<file path="config.mk">
export PLATFORM = sky130hd
export DESIGN_NAME = decode_stage
export DESIGN_NICKNAME = d
export VERILOG_FILES = /design/src/rtl/decode_stage.sv
export SDC_FILE = /design/constraint.sdc
export NUM_CORES = 1
export LEC_CHECK = 0
export BUFFER_PORTS_ARGS = -buffer_cell sky130_fd_sc_hd__buf_2
export CORE_AREA = 2 2 137 139
export CTS_CLUSTER_SIZE = 25
export DETAILED_ROUTE_END_ITERATION = 10
export DIE_AREA = 0 0 139 141
export GPL_ROUTABILITY_DRIVEN = 0
export HOLD_SLACK_MARGIN = 0.06
export PLACE_DENSITY = 0.63
export SLEW_MARGIN = 30
export SYNTH_ARGS = -nofsm -noshare
export SYNTH_HDL_FRONTEND = slang
export SYNTH_SLANG_ARGS = --single-unit
</file>
<file path="constraint.sdc">
create_clock -name clk -period 4.61 [get_ports clk]
set_input_delay 0.2305 -clock clk [delete_from_list [all_inputs] [get_ports clk]]
set_output_delay 0.2305 -clock clk [all_outputs]
set_load 0.02 [all_outputs]
</file>
<file path="src/rtl/decode_stage.sv">
// ---------------------------------------------------------------------------
// decode_stage -- MIPS instruction-decode pipeline stage.
//
// Sits between fetch and execute. Drives the register-file read addresses,
// merges returned read data with an optional same-cycle writeback bypass,
// decodes destination/immediate/control fields, detects load-use hazards and
// registers the result into the ID/EX pipeline register.
//
// Build option:
//   DECODE_WB_BYPASS_EN  when defined, a register read that matches the
//                        same-cycle writeback returns wb_wdata instead of
//                        the (pre-write) register-file data.
//
// Ports:
//   clk, rst_n                  clock, asynchronous active-low reset
//   if_valid/if_instr/if_pc     fetched instruction and its PC
//   id_ready                    decode accepts if_instr this cycle
//   stall                       downstream hold, ID/EX keeps contents
//   flush                       redirect, ID/EX becomes a bubble
//   raddr1/raddr2               register-file read addresses (rs/rt)
//   rdata1/rdata2               register-file read data
//   wb_we/wb_waddr/wb_wdata     writeback port (same as reg-file write port)
//   ex_*                        ID/EX pipeline register contents
//   hazard_cnt                  saturating count of load-use bubbles
// ---------------------------------------------------------------------------
module decode_stage #(
    parameter int unsigned CNT_W = 16
) (
    input  logic             clk,
    input  logic             rst_n,

    input  logic             if_valid,
    input  logic [31:0]      if_instr,
    input  logic [31:0]      if_pc,
    output logic             id_ready,

    input  logic             stall,
    input  logic             flush,

    output logic [4:0]       raddr1,
    output logic [4:0]       raddr2,
    input  logic [31:0]      rdata1,
    input  logic [31:0]      rdata2,

    input  logic             wb_we,
    input  logic [4:0]       wb_waddr,
    input  logic [31:0]      wb_wdata,

    output logic             ex_valid,
    output logic [31:0]      ex_pc,
    output logic [31:0]      ex_rs_val,
    output logic [31:0]      ex_rt_val,
    output logic [31:0]      ex_imm,
    output logic [5:0]       ex_opcode,
    output logic [5:0]       ex_funct,
    output logic [4:0]       ex_shamt,
    output logic [4:0]       ex_rd,
    output logic             ex_regwrite,
    output logic             ex_is_load,
    output logic [CNT_W-1:0] hazard_cnt
);

    localparam logic [5:0] OP_RTYPE = 6'h00;
    localparam logic [5:0] OP_JAL   = 6'h03;
    localparam logic [5:0] OP_BEQ   = 6'h04;
    localparam logic [5:0] OP_BNE   = 6'h05;
    localparam logic [5:0] OP_LB    = 6'h20;
    localparam logic [5:0] OP_LH    = 6'h21;
    localparam logic [5:0] OP_LW    = 6'h23;
    localparam logic [5:0] OP_LBU   = 6'h24;
    localparam logic [5:0] OP_LHU   = 6'h25;
    localparam logic [5:0] FN_JR    = 6'h08;

    // Instruction fields
    logic [5:0]  opcode;
    logic [4:0]  rs;
    logic [4:0]  rt;
    logic [4:0]  rd;
    logic [4:0]  shamt;
    logic [5:0]  funct;
    logic [15:0] imm16;

    assign opcode = if_instr[31:26];
    assign rs     = if_instr[25:21];
    assign rt     = if_instr[20:16];
    assign rd     = if_instr[15:11];
    assign shamt  = if_instr[10:6];
    assign funct  = if_instr[5:0];
    assign imm16  = if_instr[15:0];

    assign raddr1 = rs;
    assign raddr2 = rt;

    // ------------------------------------------------------------------
    // Operand selection: register 0 reads as zero, then optional bypass.
    // ------------------------------------------------------------------
    logic        byp1;
    logic        byp2;
    logic [31:0] op1;
    logic [31:0] op2;

`ifdef DECODE_WB_BYPASS_EN
    assign byp1 = wb_we && (wb_waddr == raddr1);
    assign byp2 = wb_we && (wb_waddr == raddr2);
`else
    assign byp1 = 1'b0;
    assign byp2 = 1'b0;
    // Writeback port is only consumed by the bypass.
    logic unused_wb;
    assign unused_wb = ^{wb_we, wb_waddr};
`endif

    always_comb begin
        op1 = rdata1;
        if (raddr1 == 5'd0) begin
            op1 = 32'd0;
        end else if (byp1) begin
            op1 = wb_wdata;
        end
    end

    always_comb begin
        op2 = rdata2;
        if (raddr2 == 5'd0) begin
            op2 = 32'd0;
        end else if (byp2) begin
            op2 = wb_wdata;
        end
    end

    // ------------------------------------------------------------------
    // Field decode
    // ------------------------------------------------------------------
    logic [4:0]  dec_rd;
    logic        dec_regwrite;
    logic        dec_is_load;
    logic        dec_zext;
    logic [31:0] dec_imm;
    logic        uses_rt;

    always_comb begin
        if (opcode == OP_RTYPE) begin
            dec_rd = rd;
        end else if (opcode == OP_JAL) begin
            dec_rd = 5'd31;
        end else begin
            dec_rd = rt;
        end
    end

    always_comb begin
        dec_regwrite = 1'b0;
        if (opcode == OP_RTYPE) begin
            dec_regwrite = (funct != FN_JR);
        end else if (opcode == OP_JAL) begin
            dec_regwrite = 1'b1;
        end else if (opcode == OP_LB || opcode == OP_LH || opcode == OP_LW ||
                     opcode == OP_LBU || opcode == OP_LHU) begin
            dec_regwrite = 1'b1;
        end else if (opcode[5:3] == 3'b001) begin
            // ALU-immediate group 0x08..0x0F
            dec_regwrite = 1'b1;
        end
        // Writes to $0 are architecturally discarded.
        if (dec_rd == 5'd0) begin
            dec_regwrite = 1'b0;
        end
    end

    assign dec_is_load = (opcode >= 6'h20) && (opcode <= 6'h25);

    // ANDI/ORI/XORI/LUI (0x0C..0x0F) zero-extend; everything else sign-extends.
    assign dec_zext = (opcode[5:2] == 4'b0011);
    assign dec_imm  = dec_zext ? {16'd0, imm16} : {{16{imm16[15]}}, imm16};

    assign uses_rt = (opcode == OP_RTYPE) || (opcode == OP_BEQ) || (opcode == OP_BNE) ||
                     (opcode[5:2] == 4'b1010);

    // ------------------------------------------------------------------
    // Load-use hazard: the load's data is not available until after EX, so
    // a dependent instruction right behind it must wait one cycle.
    // ------------------------------------------------------------------
    logic hazard;

    assign hazard = if_valid && ex_valid && ex_is_load && (ex_rd != 5'd0) &&
                    ((ex_rd == raddr1) || (uses_rt && (ex_rd == raddr2)));

    assign id_ready = !stall && !hazard;

    // ------------------------------------------------------------------
    // ID/EX pipeline register
    // ------------------------------------------------------------------
    always_ff @(posedge clk or negedge rst_n) begin
        if (!rst_n) begin
            ex_valid    <= 1'b0;
            ex_pc       <= 32'd0;
            ex_rs_val   <= 32'd0;
            ex_rt_val   <= 32'd0;
            ex_imm      <= 32'd0;
            ex_opcode   <= 6'd0;
            ex_funct    <= 6'd0;
            ex_shamt    <= 5'd0;
            ex_rd       <= 5'd0;
            ex_regwrite <= 1'b0;
            ex_is_load  <= 1'b0;
            hazard_cnt  <= '0;
        end else if (flush) begin
            ex_valid    <= 1'b0;
            ex_regwrite <= 1'b0;
            ex_is_load  <= 1'b0;
        end else if (stall) begin
            // hold everything
        end else if (hazard) begin
            ex_valid    <= 1'b0;
            ex_regwrite <= 1'b0;
            ex_is_load  <= 1'b0;
            if (hazard_cnt != {CNT_W{1'b1}}) begin
                hazard_cnt <= hazard_cnt + CNT_W'(1);
            end
        end else begin
            // if_valid=0 still loads the decode but marks it as a bubble.
            ex_valid    <= if_valid;
            ex_pc       <= if_pc;
            ex_rs_val   <= op1;
            ex_rt_val   <= op2;
            ex_imm      <= dec_imm;
            ex_opcode   <= opcode;
            ex_funct    <= funct;
            ex_shamt    <= shamt;
            ex_rd       <= dec_rd;
            ex_regwrite <= dec_regwrite && if_valid;
            ex_is_load  <= dec_is_load && if_valid;
        end
    end

endmodule

</file>
==> flow_summary.toml <==
[clock_tree]
clock_latency_ns = 0.41
cts_root_buffer = "clkbuf_16"
cts_buffers = 17
cts_tree = "done"
clock_path_buffers = 2
path_clk_slew_ns = 0.06
htree_levels = 4
cts_sinks = 143
cts.repair.resized = 0

[die]
core.rowCount = 50
initial_core_util_pct = 34.9
die_x_um = 139
num_io_pins = 351
die_area_um2 = 19600
core_area_um2 = 18300
fp.dieH_um = 141

[grt]
grt_usage_pct = 19.9
grt-ovfl-total = 0
grt_max_degree = 72
grt_pass1_wl_um = 31100
antenna_found_initial = 0
first_global_vias = 5993

[synth]
synthDistinctLibCells = 45
ys_ff_latch = 143
yosysMostFrequentCell = "nand2_1"
yosysTopAreaCell = "dfrtp_1"
synth_seq_area_share_pct = 56.2
synth_area_leaders = "dfrtp_1 (56%), nand2_1 (18%), nand3_1 (5.7%)"
yosys_warnings = 0
postSynthCellCount = 696
syn_area_per_cell_um2 = 9.15
yosysTopAreaCellShare_pct = 56.2
ys.flop_type = "dfrtp_1"
syn-num-nets = 868
synth.cell_area_um2 = 6370
synthArstFlopShare_pct = 100
synth-edff-count = 0
synthTopCellsByCount = "nand2_1 (299), dfrtp_1 (143), nand3_1 (72)"

[place]
placed_area_um2 = 7810
post-place-cells = 1176
dpl.hpwl_um = 12800
io_buffer_count = 312

[drt]
drt-vias-per-instance = 4.65
drt-initial-drc-count = 292
ant_nets = 0
first_pass_iters = 4
drt_wl_total_um = 19500
drc = 0
avgRoutedWirePerCell_um = 14.8
vias = 6109

[finish]
final_util_pct = 51.8
final_cells = 1314
regArea_um2 = 3580
n_fill_cell = 1649
drive_above_1_share_pct = 33.5
multiInputGateArea_um2 = 2280
syn_to_final_growth_pct = 48.7
final_cell_area_um2 = 9470
fin_nets = 1238

[timing]
slew_violations = 0
setup_viol = 0
rsz0062_at_grt = "false"
fin_crit_ns = 3.03
hold_viol = 0
fmax_mhz = 330
tightest_slew_ns = 0.900
period_share_pct = 65.7
maxSlewHeadroom_pct = 39.5
fin_skew_ns = 0.00801
tns_ns = 0

[status]
status = "finished clean"

[min_path]
hp-class = "in2reg"

[setup_path]
crit_arrival_ns = 3.37
cpPeakStageDelay_ns = 0.69
slowest_stage = "a211o_4"
crit_chain = "dlygate4sd3_1 > buf_2 > nor2b_1 > or4_4 > a2111oi_4 > a211o_4 > buf_12 > nand2_1 > nand2_1"
path_max_fanout = 71
rrSetupSlack_ns = 1.70
crit_path_end_kind = "flop"
cp.required_ns = 4.95
crit_path_frequent_cell = "nand2_1"
crit_family = "compound AO/OA/AOI/OAI gates"
critPathLaunchType = "primary input"
crit_buf_inv = 3
crit_type = "in2reg"

[power_and_ir_drop]
p_leak_nw = 5.21
total_power_mw = 3.70
cellPowerDensity_nw_per_um2 = 390
ir_drop_uv = 220

[job]
maxCapViolCount = 0
## where the power goes
group / total (mW) / switching [mW] / internal [mW] / leakage, nW
clock: 1.44 / 0.571 / 0.864 / 0.290
sequential: 1.48 / 0.0859 / 1.39 / 1.80
combinational: 0.784 / 0.490 / 0.293 / 3.11
total: 3.70 / 1.15 / 2.55 / 5.21
## final cells by class
type / instances / share of cell area, %
diodes: 1 / 0.0264
clock buffers: 18 / 4.53
clock inverters: 14 / 1.92
flip-flops and latches: 143 / 37.8
inverters: 5 / 0.198
multi-input cells: 474 / 24.0
well taps: 234 / 3.09
repair buffers: 425 / 28.4
## metal layers
layer	global-route usage, %	vias to the layer above	wire length (um)
met4	8.45	0	480
met1	24.9	2866	8350
met3	4.89	35	1230
li1	-	2964	-
met2	32.9	244	9410
met5	0	-	0
## tightest hold or removal path, delay by kind of cell
kind | cells | cell delay [ns]
AND/OR/NAND/NOR | 2 | 0.12
buffers and inverters | 1 | 0.09
## logic make-up (layout without fill, tap and decap cells)
group                      count (synthesis)  in the layout  synth area share (%)
other                                      0              1                     0
DFF                                      143            143                  56.2
muxes                                      1              1                 0.177
adders and majority gates                  1              1                 0.196
xor gates and xnor gates                  25             25                  3.44
buffers and inverters                     79            462                  8.39
AOI/OAI and AO/OA                         34             34                  4.26
and+or+nand+nor                          413            413                  27.3
## stage by stage
stage                     hold slack, ns  setup slack [ns]
final                             0.0722              1.58
after global routing              0.0786              1.43
after CTS                         0.0618              1.63
after detailed placement           0.239              1.72
after global placement             0.235              1.76
after floorplan                  -0.0651              2.41
## cell usage in the layout (no fill, tap or decap), types with 2 or more instances in the layout
cell type and n:
a211oi_1 2, a22o_1 2, and2_1 2, and3_1 4, buf_2 311, buf_4 7
bufinv_16 3, clkbuf_16 17, clkinvlp_4 3, dfrtp_1 143, dlygate4sd3_1 105, inv_1 5
inv_6 5, nand2_1 299, nand2b_1 2, nand3_1 72, nand4_1 10, nor2_1 9
nor2b_1 3, nor3_1 2, o21ai_0 10, o22ai_1 5, o32ai_1 2, or2_2 2
or4_1 3, xnor2_1 20, xor2_1 5
## worst paths after layout
kind	cells past startpoint	end	start
min reg2reg	2	ex_rt_val[2]	ex_rt_val[2]
min in group asynchronous	2	ex_imm[1]	rst_n
min	3	ex_rs_val[27]	rdata1[27]
max in group asynchronous	3	ex_pc[23]	rst_n
max	9	ex_rt_val[3]	if_instr[26]
max reg2reg	7	ex_rt_val[3]	ex_rd[0]
## state kept, by name, indices dropped and copies added (netlist names)
| signal | flops |
|---|---|
| ex_is_load | 1 |
| ex_rd | 5 |
| ex_valid | 1 |
| ex_rt_val | 32 |
| hazard_cnt | 16 |
| ex_rs_val | 32 |
| ex_pc | 32 |
| ex_imm | 17 |
| ex_opcode | 6 |
| ex_regwrite | 1 |
## what timing repair did
| action | CTS | global route |
|---|---|---|
| hold buffers | 105 | 0 |
| setup buffers | 0 | 0 |
| endpoints found under the hold margin | 157 | 0 |
(Power assumes the default switching activity.)
